`config.mk`:
```
export PLATFORM = sky130hd
export DESIGN_NAME = reg_scoreboard
export DESIGN_NICKNAME = d
export VERILOG_FILES = /design/src/rtl/reg_scoreboard.sv
export SDC_FILE = /design/constraint.sdc
export NUM_CORES = 1
export LEC_CHECK = 0
export BUFFER_PORTS_ARGS = -buffer_cell sky130_fd_sc_hd__buf_2
export CORE_MARGIN = 5
export CORE_UTILIZATION = 65
export DETAILED_ROUTE_END_ITERATION = 16
export PLACE_DENSITY = 0.83
export SKIP_LAST_GASP = 1
export SLEW_MARGIN = 10
export SYNTH_ARGS = -nofsm -noshare
export SYNTH_HDL_FRONTEND = slang
export SYNTH_SLANG_ARGS = --single-unit
```
`constraint.sdc`:
```
create_clock -name clk -period 24.7 [get_ports clk]
set_input_delay 2.47 -clock clk [delete_from_list [all_inputs] [get_ports clk]]
set_output_delay 2.47 -clock clk [all_outputs]
set_load 0.05 [all_outputs]
```
`src/rtl/reg_scoreboard.sv`:
```
// Register-write scoreboard: per-register counters of outstanding writes, used to
// stall the ID stage while a source register still has a pending writeback.
module reg_scoreboard #(
    parameter int CNT_W     = 2,
    parameter bit WB_BYPASS = 1
) (
    input  logic               clk,
    input  logic               rst,
    input  logic [4:0]         rs1_addr,
    input  logic [4:0]         rs2_addr,
    input  logic               rs1_used,
    input  logic               rs2_used,
    input  logic               issue_valid,
    input  logic               issue_we,
    input  logic [4:0]         issue_rd,
    input  logic               wb_we,
    input  logic [4:0]         wb_rd,
    input  logic               kill_valid,
    input  logic [4:0]         kill_rd,
    output logic               stall,
    output logic [31:0]        busy_mask,
    output logic [CNT_W+4:0]   inflight,
    output logic               err
);

    localparam int SUM_W   = CNT_W + 5;
    localparam int CNT_MAX = (1 << CNT_W) - 1;

    logic [CNT_W-1:0] r_cnt [1:31];
    logic [31:0]      r_busy;
    logic [SUM_W-1:0] r_inflight;
    logic             r_err;

    logic [CNT_W-1:0] w_cnt [32];
    logic [CNT_W-1:0] w_cntNext [1:31];
    logic [31:0]      w_busyNext;
    logic [SUM_W-1:0] w_sumNext;
    logic             w_errEvent;
    logic             w_wbHit1;
    logic             w_wbHit2;
    logic             w_hz1;
    logic             w_hz2;
    logic             w_accept;
    int               w_sum;

    // Register 0 is a constant-zero slot so source lookups need no special index range.
    always_comb begin
        w_cnt[0] = '0;
        for (int i = 1; i < 32; i++) begin
            w_cnt[i] = r_cnt[i];
        end
    end

    // Hazard check uses only state and wb inputs, never issue_*, to keep ID acceptance loop-free.
    always_comb begin
        w_wbHit1 = WB_BYPASS && wb_we && (wb_rd == rs1_addr);
        w_wbHit2 = WB_BYPASS && wb_we && (wb_rd == rs2_addr);
        w_hz1    = (rs1_addr != 5'd0) && (w_cnt[rs1_addr] > CNT_W'(w_wbHit1));
        w_hz2    = (rs2_addr != 5'd0) && (w_cnt[rs2_addr] > CNT_W'(w_wbHit2));
        stall    = (rs1_used && w_hz1) || (rs2_used && w_hz2);
        w_accept = issue_valid && !stall;
    end

    // All events on a register are summed first, then clamped once, so err only
    // fires when the net change leaves the counter range.
    always_comb begin
        w_errEvent    = 1'b0;
        w_busyNext    = '0;
        w_sumNext     = '0;
        w_sum         = 0;
        for (int i = 1; i < 32; i++) begin
            w_sum = int'(r_cnt[i])
                  + int'(w_accept && issue_we && (issue_rd == 5'(i)))
                  - int'(wb_we && (wb_rd == 5'(i)))
                  - int'(kill_valid && (kill_rd == 5'(i)));
            if (w_sum > CNT_MAX) begin
                w_cntNext[i] = CNT_W'(CNT_MAX);
                w_errEvent   = 1'b1;
            end else if (w_sum < 0) begin
                w_cntNext[i] = '0;
                w_errEvent   = 1'b1;
            end else begin
                w_cntNext[i] = CNT_W'(w_sum);
            end
            w_busyNext[i] = (w_cntNext[i] != '0);
            w_sumNext     = w_sumNext + {5'd0, w_cntNext[i]};
        end
    end

    always_ff @(posedge clk or posedge rst) begin
        if (rst) begin
            for (int i = 1; i < 32; i++) begin
                r_cnt[i] <= '0;
            end
            r_busy     <= '0;
            r_inflight <= '0;
            r_err      <= 1'b0;
        end else begin
            for (int i = 1; i < 32; i++) begin
                r_cnt[i] <= w_cntNext[i];
            end
            r_busy     <= w_busyNext;
            r_inflight <= w_sumNext;
            r_err      <= r_err | w_errEvent;
        end
    end

    assign busy_mask = r_busy;
    assign inflight  = r_inflight;
    assign err       = r_err;

endmodule

```
# After elaboration in Yosys (flattened, before gate mapping)
# Cells that the tools add are included.
[word_totals]
rom_bits = 0
inputBits = 33
regBits = 101
word_cells = 587
memories = 0
ramBits = 0
latch_bits = 0
[classes]
eq_ne = 95
n_mux = 130
n_div = 0
shifts = 0
magnitude_cmp = 66
add_sub_neg = 123
bitwise_logic = 3
reduce_logical = 136
mul = 0
[op_table]
columns = ["op", "count"]
rows = [
  ["$eq 5x5->1 const B", 48],
  ["$add 7x2->7", 25],
  ["$gt 5x3->1 const B", 31],
  ["$lt 5x1->1 const B", 31],
  ["$sub 4x2->5", 31],
  ["$mux 2", 66],
  ["$sub 3x1->4", 31],
  ["$eq 5x4->1 const B", 24],
  ["$logic_and 1x1->1", 101],
  ["$add 2x1->3", 31],
  ["$mux 1", 62],
  ["$reduce_bool 2->1", 31],
  ["$eq 5x3->1 const B", 12],
  ["$eq 5x2->1 const B", 6],
  ["$bmux 2 s5", 2],
  ["$eq 5x1->1 const B", 3],
  ["$ge 6x6->1 const B", 2],
  ["$not 5->6", 2],
  ["$eq 5x5->1", 2],
  ["$reduce_bool 5->1", 2],
  ["$add 6x2->7", 1],
  ["$add 5x2->6", 1],
  ["$add 4x2->5", 1],
  ["$add 3x2->4", 1],
  ["5 further kinds", 6],
]

# Longest topological paths before layout
# Gate-level depths: netlist of run 1.
[logic_depth]
ltp_word = 79
mapped_depth = 46

# Least setup slack after synthesis of run 1
# No wires, ideal clock.
[synth_timing]
path_kind = "input -> register"
start = "input port rs1_addr[0]"
end = "register r_inflight[5], in the netlist inflight[5]"
setup_ns = 0.123
required_ns = 24.577
cell_stages = 40
arrival_time_ns = 11.777
setup_slack_ns = 12.801
n_path_buf = 4
path_cell_list = "buf_2 > buf_1 > mux4_2 > mux4_2 > mux2i_1 > ha_1 > o21ai_0 > a21oi_1 > a31oi_1 > a32oi_2 > and4_1 > buf_6 > buf_6 > nand2_1 > ha_1 > inv_1 > ha_1 > inv_1 > (+4 left out) > nor2_1 > nor2_1 > fa_1 > fa_1 > fa_1 > inv_1 > fa_1 > inv_1 > fa_1 > fa_1 > fa_1 > ha_1 > inv_1 > fa_1 > inv_1 > a21o_1 > a21oi_1 > xnor2_1"
[synth_lines]
columns = ["item", "line", "rtl"]
rows = [
  ["start: declaration", "9", "input logic [4:0] rs1_addr,"],
  ["end signal: assignment", "103", "r_inflight <= w_sumNext;"],
  ["end: declaration", "31", "logic [SUM_W-1:0] r_inflight;"],
]

==> results of run 1 <==
## worst max path at each step
stage / startpoint / endpoint / slack, ns / cells past startpoint
global route: rs1_addr[1] / inflight[6] / 11.42 / 40
floorplan: rs1_addr[0] / inflight[5] / 12.80 / 40
detailed placement: rs1_addr[1] / inflight[6] / 11.79 / 40
CTS: rs1_addr[1] / inflight[6] / 12.13 / 40
finish: rs1_addr[1] / inflight[5] / 12.02 / 39
global placement: rs1_addr[1] / inflight[6] / 11.95 / 40
## kinds of logic after synthesis
family / after synthesis / share of synthesized area [%]
muxes: 50 / 7.49
other: 1 / 0.0324
DFF: 101 / 21.8
buffers and inverters: 246 / 8.34
xor gates and xnor gates: 49 / 3.71
and+or+nand+nor: 374 / 15.6
adders and majority gates: 256 / 33.4
AOI/OAI and AO/OA: 175 / 9.64
## registers in the layout, summed over array words and instances (netlist names)
name	count
err	1
inflight	7
r_cnt	62
busy_mask	31
## layer usage
layer | vias up | part of all wire (%)
met5 | - | 0.059
met4 | 2 | 5.3
met3 | 109 | 11
met2 | 509 | 45
met1 | 4538 | 39
li1 | 4257 | -
## per-stage QoR
step	util [%]	std cells	setup WS [ns]	cell area [sq um]	hold slack, ns
6_report	71.0	1535	12.02	12400	0.884
5_1_grt	71.0	1535	11.42	12400	0.931
4_1_cts	71.0	1535	12.13	12400	0.870
3_5_place_dp	69.4	1520	11.79	12100	0.845
3_3_place_gp	69.4	1520	11.95	12100	0.842
2_1_floorplan	-	1252	12.80	11600	0.727
## synth_stat cells, drive strengths merged (3+ instances only)
| cell | count | share of area [%] |
|---|---|---|
| nor2 | 110 | 3.6 |
| a22oi | 3 | 0.19 |
| a21boi | 11 | 0.71 |
| buf | 15 | 0.85 |
| o211ai | 4 | 0.26 |
| or4 | 4 | 0.26 |
| nand3 | 22 | 0.99 |
| clkbuf | 15 | 0.49 |
| nor4 | 9 | 0.49 |
| nor4b | 3 | 0.23 |
| a31oi | 14 | 0.76 |
| mux2i | 9 | 0.78 |
| o22ai | 6 | 0.32 |
| and3 | 13 | 0.70 |
| or2 | 7 | 0.38 |
| a22o | 4 | 0.30 |
| inv | 216 | 7.0 |
| nor2b | 24 | 1.3 |
| mux4 | 28 | 5.4 |
| nand4 | 10 | 0.54 |
| o21bai | 6 | 0.39 |
| nand2 | 103 | 3.3 |
| or4b | 3 | 0.26 |
| xor2 | 18 | 1.4 |
| fa | 88 | 15 |
| nor3 | 19 | 0.82 |
| and2 | 3 | 0.16 |
| a21oi | 41 | 1.8 |
| o21ai | 42 | 1.8 |
| a21o | 28 | 1.8 |
| dfrtp | 101 | 22 |
| nand2b | 26 | 1.4 |
| nand3b | 11 | 0.71 |
| mux2 | 13 | 1.3 |
| ha | 168 | 18 |
| xnor2 | 31 | 2.3 |
## final cells by class
cell class,instances,area (sq um)
multi-input combinational,905,8090
fill,1351,5040
sequential,101,2530
inverter,216,813
timing repair buffer,73,368
tap,225,282
clock buffer,12,267
clock inverter,3,27.5
## worst max-delay path: cells and delay by family
family	cells	cell delay, ns
fa+ha+maj	13	5.29
simple gates	5	1.51
compound gates	9	1.31
mux	3	1.05
buf+inv	7	0.83
xor+xnor	2	0.44
==> flow_summary.json, run 1 <==
{
  "status": "completed",
  "syn_to_final_growth_pct": 6.83,
  "maxSlewViolCount": 0,
  "cts_root_buf": "clkbuf_16",
  "syn-num-nets": 1541,
  "fp.dieW_um": 143,
  "grt_pass1_wl_um": 52300,
  "grt.met2_usage_pct": 52.1,
  "fin_crit_sh_pct": 51.3,
  "die_area_sq_mm": 0.0206,
  "place_congestion": 1.01,
  "cp.required_ns": 24.95,
  "path_clk_slew_ns": 0.07,
  "hpwl_um": 27900,
  "ff2ff_path_depth": 36,
  "io_pins": 74,
  "wl_per_cell_um": 21.9,
  "met3_usage_pct": 7.65,
  "rsz0062_at_grt": "no",
  "slowest_delay_ns": 0.88,
  "drc": 0,
  "drt_wl_total_um": 33700,
  "fin_setup_tns_ns": 0,
  "ys_ff_latch": 101,
  "use_met1_pct": 46.5,
  "top_usage_layer": "met2",
  "syn_inst": 1252,
  "period_minus_slack_ns": 12.68,
  "hold_viol": 0,
  "antenna_found_initial": 1,
  "cts_inserted_buffers": 9,
  "whs_path_depth": 4,
  "ys.flop_type": "dfrtp_1",
  "grt_pass1_vias": 9336,
  "portBuffers": 72,
  "start_util_pct": 66.5,
  "drtAntennaViolNets": 0,
  "die_h_um": 143,
  "core_sq_mm": 0.0174,
  "drive_gt1_share_pct": 11.1,
  "worstSkewPairLatency_ns": 0.36,
  "gr-usage-all-layers_pct": 34.0,
  "antennaDiodeCount": 0,
  "cts_resized": 0,
  "seq_area_frac_synth_pct": 21.8,
  "maxCapViolCount": 0,
  "max_freq_mhz": 78.9,
  "hold_buffers": 0,
  "crit_top_cell": "fa_1",
  "viasPerCell": 6.13,
  "num-nets-final": 1595,
  "syn_avg_cell_area_sq_um": 9.25,
  "worstPathArrival_ns": 12.93,
  "cts_max_level": 3,
  "path_class": "in -> reg",
  "hold_end": "busy_mask[2]",
  "grt_remaining_overflow": 0,
  "post_cts_buffers": 0,
  "rr_startpoint": "r_cnt[2]",
  "grt_max_degree": 55,
  "fin_worst_skew_ns": 0.00914,
  "dr.pass1.iters": 6,
  "setup_viol": 0,
  "min_path_type": "reg -> reg",
  "min_from": "r_cnt[59]",
  "rrSetupSlack_ns": 14.25,
  "mostFrequentLayoutCell": "inv_1",
  "yosysWarnings": 0,
  "final_cell_mix": "inv_1, ha_1, nor2_1",
  "relSlewSlack_pct": 37.0,
  "cts_tree": "done",
  "std_cell_rows": 48,
  "crit_fanout": 27,
  "reg2reg_to": "inflight[5]",
  "num_vias": 9415,
  "ys_types": 60,
  "cts_buffer_depth": 2,
  "worstMarginPinSlew_ns": 0.945,
  "critPathSlowestCell": "and4_1",
  "postSynth.asyncResetShare_pct": 100,
  "drt_iter0_markers": 1130,
  "critPathLaunchType": "input pin",
  "worst_setup_path_end_kind": "register",
  "netlist_area_sq_mm": 0.0116,
  "synth_edf_count": 0,
  "clock-sinks": 101
}
Power of run 1 is left out: the tool's default activity adds up to more than one toggle a clock period on the data nets, which glitch-free logic cannot reach.
==> run 2, diff against run 1 <==
--- a/config.mk
+++ b/config.mk
@@ -5,11 +5,12 @@
 export SDC_FILE = /design/constraint.sdc
 export NUM_CORES = 1
 export LEC_CHECK = 0
+export ABC_AREA = 1
 export BUFFER_PORTS_ARGS = -buffer_cell sky130_fd_sc_hd__buf_2
 export CORE_MARGIN = 5
-export CORE_UTILIZATION = 65
+export CORE_UTILIZATION = 57
 export DETAILED_ROUTE_END_ITERATION = 16
-export PLACE_DENSITY = 0.83
+export PLACE_DENSITY = 0.77
 export SKIP_LAST_GASP = 1
 export SLEW_MARGIN = 10
 export SYNTH_ARGS = -nofsm -noshare
==> constraint.sdc (replaced) <==
create_clock -name clk -period 10.9 [get_ports clk]
set_input_delay 1.09 -clock clk [delete_from_list [all_inputs] [get_ports clk]]
set_output_delay 1.09 -clock clk [all_outputs]
set_load 0.05 [all_outputs]
==> flow_summary.json, run 2 <==
{
  "core_sq_mm": 0.0204,
  "critPathSlowestCell": "fa_1",
  "path_clk_slew_ns": 0.07,
  "hold_ws_ns": 0.773,
  "drt_iter0_markers": 1210,
  "place_congestion": 1.04,
  "cp.required_ns": 11.18,
  "path_class": "in -> reg",
  "hold_buffers": 0,
  "portBuffers": 72,
  "antenna_found_initial": 1,
  "maxSlewViolCount": 0,
  "final_cell_mix": "nand2_1, inv_1, ha_1",
  "yosysWarnings": 0,
  "grt_pass1_vias": 10777,
  "cts_tree": "done",
  "critPathLaunchType": "input pin",
  "grt_remaining_overflow": 0,
  "num-nets-final": 1910,
  "fp.dieW_um": 154,
  "hold_viol": 0,
  "hpwl_um": 31900,
  "mostFrequentLayoutCell": "nand2_1",
  "die_area_sq_mm": 0.0237,
  "grt_max_degree": 60,
  "min_path_type": "in -> async",
  "post_cts_buffers": 0,
  "yosysTopAreaCell": "dfrtp_1",
  "period_minus_slack_ns": 10.32,
  "syn-num-nets": 1855,
  "instances_no_fill": 1896,
  "fin_worst_skew_ns": 0.0135,
  "num_vias": 10893,
  "dp_cells": 1880,
  "synth.most_common_cell": "nand2_1",
  "cts_root_buf": "clkbuf_16",
  "seq_area_frac_synth_pct": 21.4,
  "slowest_delay_ns": 0.56,
  "clock-sinks": 101,
  "std_cell_rows": 52,
  "synth_top_area_share_pct": 21.4,
  "wl_per_cell_um": 20.3,
  "dr.pass1.iters": 6,
  "die_h_um": 154,
  "rsz0062_at_grt": "no",
  "syn_avg_cell_area_sq_um": 7.56,
  "ys.flop_type": "dfrtp_1",
  "syn_inst": 1566,
  "cts_buffer_depth": 2,
  "cts_inserted_buffers": 9,
  "netlist_area_sq_mm": 0.0118,
  "worstMarginPinSlew_ns": 0.954,
  "worstPathArrival_ns": 10.60,
  "maxCapViolCount": 0,
  "cts_resized": 0,
  "grt_pass1_wl_um": 59900,
  "gr-usage-all-layers_pct": 32.8,
  "crit_fanout": 32,
  "viasPerCell": 5.75,
  "syn_to_final_growth_pct": 7.49,
  "worstSkewPairLatency_ns": 0.37,
  "io_pins": 74,
  "largest_register_ffs": 62,
  "yosys-top-cells-count": "nand2_1, inv_1, ha_1, nor2_1, nand3_1",
  "relSlewSlack_pct": 36.3,
  "postSynth.asyncResetShare_pct": 100,
  "ys_types": 37,
  "worst_setup_path_end_kind": "register",
  "status": "completed",
  "regMostFlops": "r_cnt",
  "ys_ff_latch": 101,
  "crit_top_cell": "fa_1",
  "synth_edf_count": 0,
  "drc": 0,
  "fin_crit_sh_pct": 94.7,
  "antennaDiodeCount": 0,
  "synth.top_cells.by_area": "dfrtp_1, ha_1, fa_1",
  "setup_viol": 0,
  "fin_setup_tns_ns": 0,
  "max_freq_mhz": 96.9,
  "drtAntennaViolNets": 0,
  "drt_wl_total_um": 38500,
  "cts_max_level": 3,
  "drive_gt1_share_pct": 8.49,
  "start_util_pct": 58.1
}
run 2: changes by cell type in the layout (fill, tap and decap cells not counted), moves of 12 or more:
cell	previous run	this run
nand2b_1	26	0
nor2_1	110	153
nand2_1	103	325
inv_1	215	304
or2_2	7	30
nand3_1	21	115
and3_1	13	0
mux4_2	28	0
xnor2_1	31	19
o21ai_0	41	69
nor2b_1	24	0
a21o_1	28	1
mux2_2	13	0
nand4_1	10	43
run 2: final timing paths:
check	slack, ns	startpoint	to	depth (start not counted)
max reg2reg	1.71	r_cnt[12]	inflight[5]	38
max in group asynchronous	8.91	rst	r_cnt[36]	3
min in group clk	0.82	r_cnt[55]	r_cnt[54]	4
max	0.58	rs2_addr[0]	inflight[5]	39
min reg2reg	0.82	r_cnt[55]	r_cnt[54]	4
min	0.77	rst	inflight[5]	2
run 2: critical path: cells and delay by family:
family / cells / cell delay [ns]
fa+ha+maj: 14 / 5.63
simple gates: 11 / 1.85
buf+inv: 10 / 1.21
compound gates: 3 / 0.62
xor+xnor: 1 / 0.17
run 2: layout make-up:
type | count | area (sq um)
multi-input cells | 1119 | 7930
fillers | 1864 | 7640
flip-flops and latches | 101 | 2530
inverters | 308 | 1160
repair buffers | 82 | 435
well taps | 270 | 338
clock buffers | 12 | 256
clock inverters | 4 | 77.6
run 2: kinds of logic (layout without fill, tap and decap cells):
kind of cell / Yosys count / in the layout / share of synthesized area (%)
compound gates: 145 / 145 / 7.02
simple gates: 690 / 690 / 25.3
flops: 101 / 101 / 21.4
fa+ha+maj: 256 / 256 / 32.6
xor+xnor: 27 / 27 / 2.00
buf+inv: 346 / 406 / 11.7
other cells: 1 / 1 / 0.0317
run 2: layer usage:
metal  track usage [%]  up-vias  share of wire, %
met4              16.4        2               6.0
met3              6.72      121               9.2
met2              50.3      517                44
met1              44.4     5202                41
met5                 0        -             0.034
li1                  -     5051                 -
run 2: through the flow:
stage          instance area (sq um)  setup slack, ns  utilization [%]
2_1_floorplan                  11800             1.68                -
3_3_place_gp                   12400            0.480             60.8
3_5_place_dp                   12400            0.350             60.8
4_1_cts                        12700            0.691             62.5
5_1_grt                        12700            0.121             62.5
6_report                       12700            0.583             62.5
Power of run 2 is left out for the same reason.
==> run 3, diff against run 2 <==
--- a/config.mk
+++ b/config.mk
@@ -5,7 +5,6 @@
 export SDC_FILE = /design/constraint.sdc
 export NUM_CORES = 1
 export LEC_CHECK = 0
-export ABC_AREA = 1
 export BUFFER_PORTS_ARGS = -buffer_cell sky130_fd_sc_hd__buf_2
 export CORE_MARGIN = 5
 export CORE_UTILIZATION = 57
==> flow_summary.json, run 3 (synthesized netlist as in run 1, its figures left out) <==
{
  "cts_root_buf": "clkbuf_16",
  "max_freq_mhz": 96.4,
  "path_clk_slew_ns": 0.07,
  "relSlewSlack_pct": 35.3,
  "drc": 0,
  "syn_to_final_growth_pct": 8.09,
  "maxSlewViolCount": 0,
  "fin_setup_tns_ns": 0,
  "gr-usage-all-layers_pct": 30.2,
  "largest_register_ffs": 62,
  "die_area_sq_mm": 0.0233,
  "grt_pass1_vias": 9519,
  "worst_setup_path_end_kind": "register",
  "grt_max_degree": 53,
  "antenna_found_initial": 1,
  "status": "completed",
  "cts_inserted_buffers": 9,
  "ff2ff_path_depth": 35,
  "viasPerCell": 5.92,
  "fin_crit_sh_pct": 95.2,
  "num-nets-final": 1605,
  "crit_top_cell": "fa_1",
  "fin_worst_skew_ns": 0.0107,
  "startpoint": "rs2_addr[0]",
  "worstPathArrival_ns": 10.63,
  "std_cell_rows": 52,
  "setup_viol": 0,
  "hold_viol": 0,
  "min_path_type": "in -> async",
  "wl_per_cell_um": 21.7,
  "worstMarginPinSlew_ns": 0.961,
  "place_congestion": 1.01,
  "rr_startpoint": "r_cnt[2]",
  "start_util_pct": 57.6,
  "grt_pass1_wl_um": 53700,
  "grt_remaining_overflow": 0,
  "final_cell_mix": "inv_1, ha_1, nor2_1",
  "cts_tree": "done",
  "maxCapViolCount": 0,
  "mostFrequentLayoutCell": "inv_1",
  "critPathLaunchType": "input pin",
  "num_vias": 9425,
  "reg2reg_to": "inflight[5]",
  "dr.pass1.iters": 6,
  "rrSetupSlack_ns": 1.25,
  "portBuffers": 72,
  "io_pins": 74,
  "drt_wl_total_um": 34500,
  "die_h_um": 153,
  "final_util_pct": 62.3,
  "cp.required_ns": 11.15,
  "period_minus_slack_ns": 10.38,
  "hpwl_um": 29200,
  "crit_fanout": 27,
  "worstSkewPairLatency_ns": 0.36,
  "drtAntennaViolNets": 0,
  "drt_iter0_markers": 1074,
  "cts_max_level": 3,
  "rsz0062_at_grt": "no",
  "hold_buffers": 0,
  "fp.dieW_um": 153,
  "core_sq_mm": 0.0201,
  "drive_gt1_share_pct": 11.7,
  "slowest_delay_ns": 0.60,
  "critPathSlowestCell": "fa_1",
  "path_class": "in -> reg",
  "clock-sinks": 101,
  "cts_buffer_depth": 2,
  "regMostFlops": "r_cnt"
}
==> run 3: what timing repair did <==
item | 4_1_cts | 5_1_grt
buffers inserted | 0 | 0
resized for setup | 0 | 1
endpoints found under the setup margin | 0 | 2
==> run 3: how the worst max path moves through the flow <==
stage / to / cells after the start / slack (ns)
2_1_floorplan: inflight[5] / 40 / 0.38
3_3_place_gp: inflight[5] / 36 / 0.29
3_5_place_dp: inflight[5] / 36 / 0.22
4_1_cts: inflight[5] / 35 / 0.54
5_1_grt: inflight[6] / 36 / 0.01
6_report: inflight[5] / 35 / 0.52
==> run 3: metrics by stage <==
stage,setup slack [ns],cells,area [sq um],hold WS (ns)
after floorplan,0.381,1252,11600,0.727
after global placement,0.290,1575,12200,0.811
after detailed placement,0.219,1575,12200,0.811
after CTS,0.544,1590,12500,0.839
after global routing,0.0143,1590,12500,0.889
final,0.524,1591,12500,0.826
==> run 3: final cells by class <==
class	instances	area, sq um
clock inverter	4	58.8
clock buffer	11	233
multi-input combinational	905	8090
fill	1681	7580
tap	270	338
inverter	216	813
antenna	1	2.50
sequential	101	2530
timing repair buffer	83	458
==> run 3: metal layers <==
| metal | vias up | GRT usage, % | part of all wire, % |
|---|---|---|---|
| met4 | 2 | 14.8 | 5.7 |
| met3 | 115 | 8.63 | 9.5 |
| met2 | 419 | 48.0 | 46 |
| li1 | 4291 | - | - |
| met5 | - | 0 | 0.038 |
| met1 | 4598 | 37.9 | 39 |
==> run 3: critical path: cells and delay by family <==
kind,cells,cell delay [ns]
AO/OA/AOI/OAI,4,0.61
XOR/XNOR,2,0.44
AND/OR/NAND/NOR,5,0.92
multiplexers,3,1.29
buffers and inverters,8,0.99
adder cells (fa/ha/maj),13,5.26
Power of run 3 is left out for the same reason.
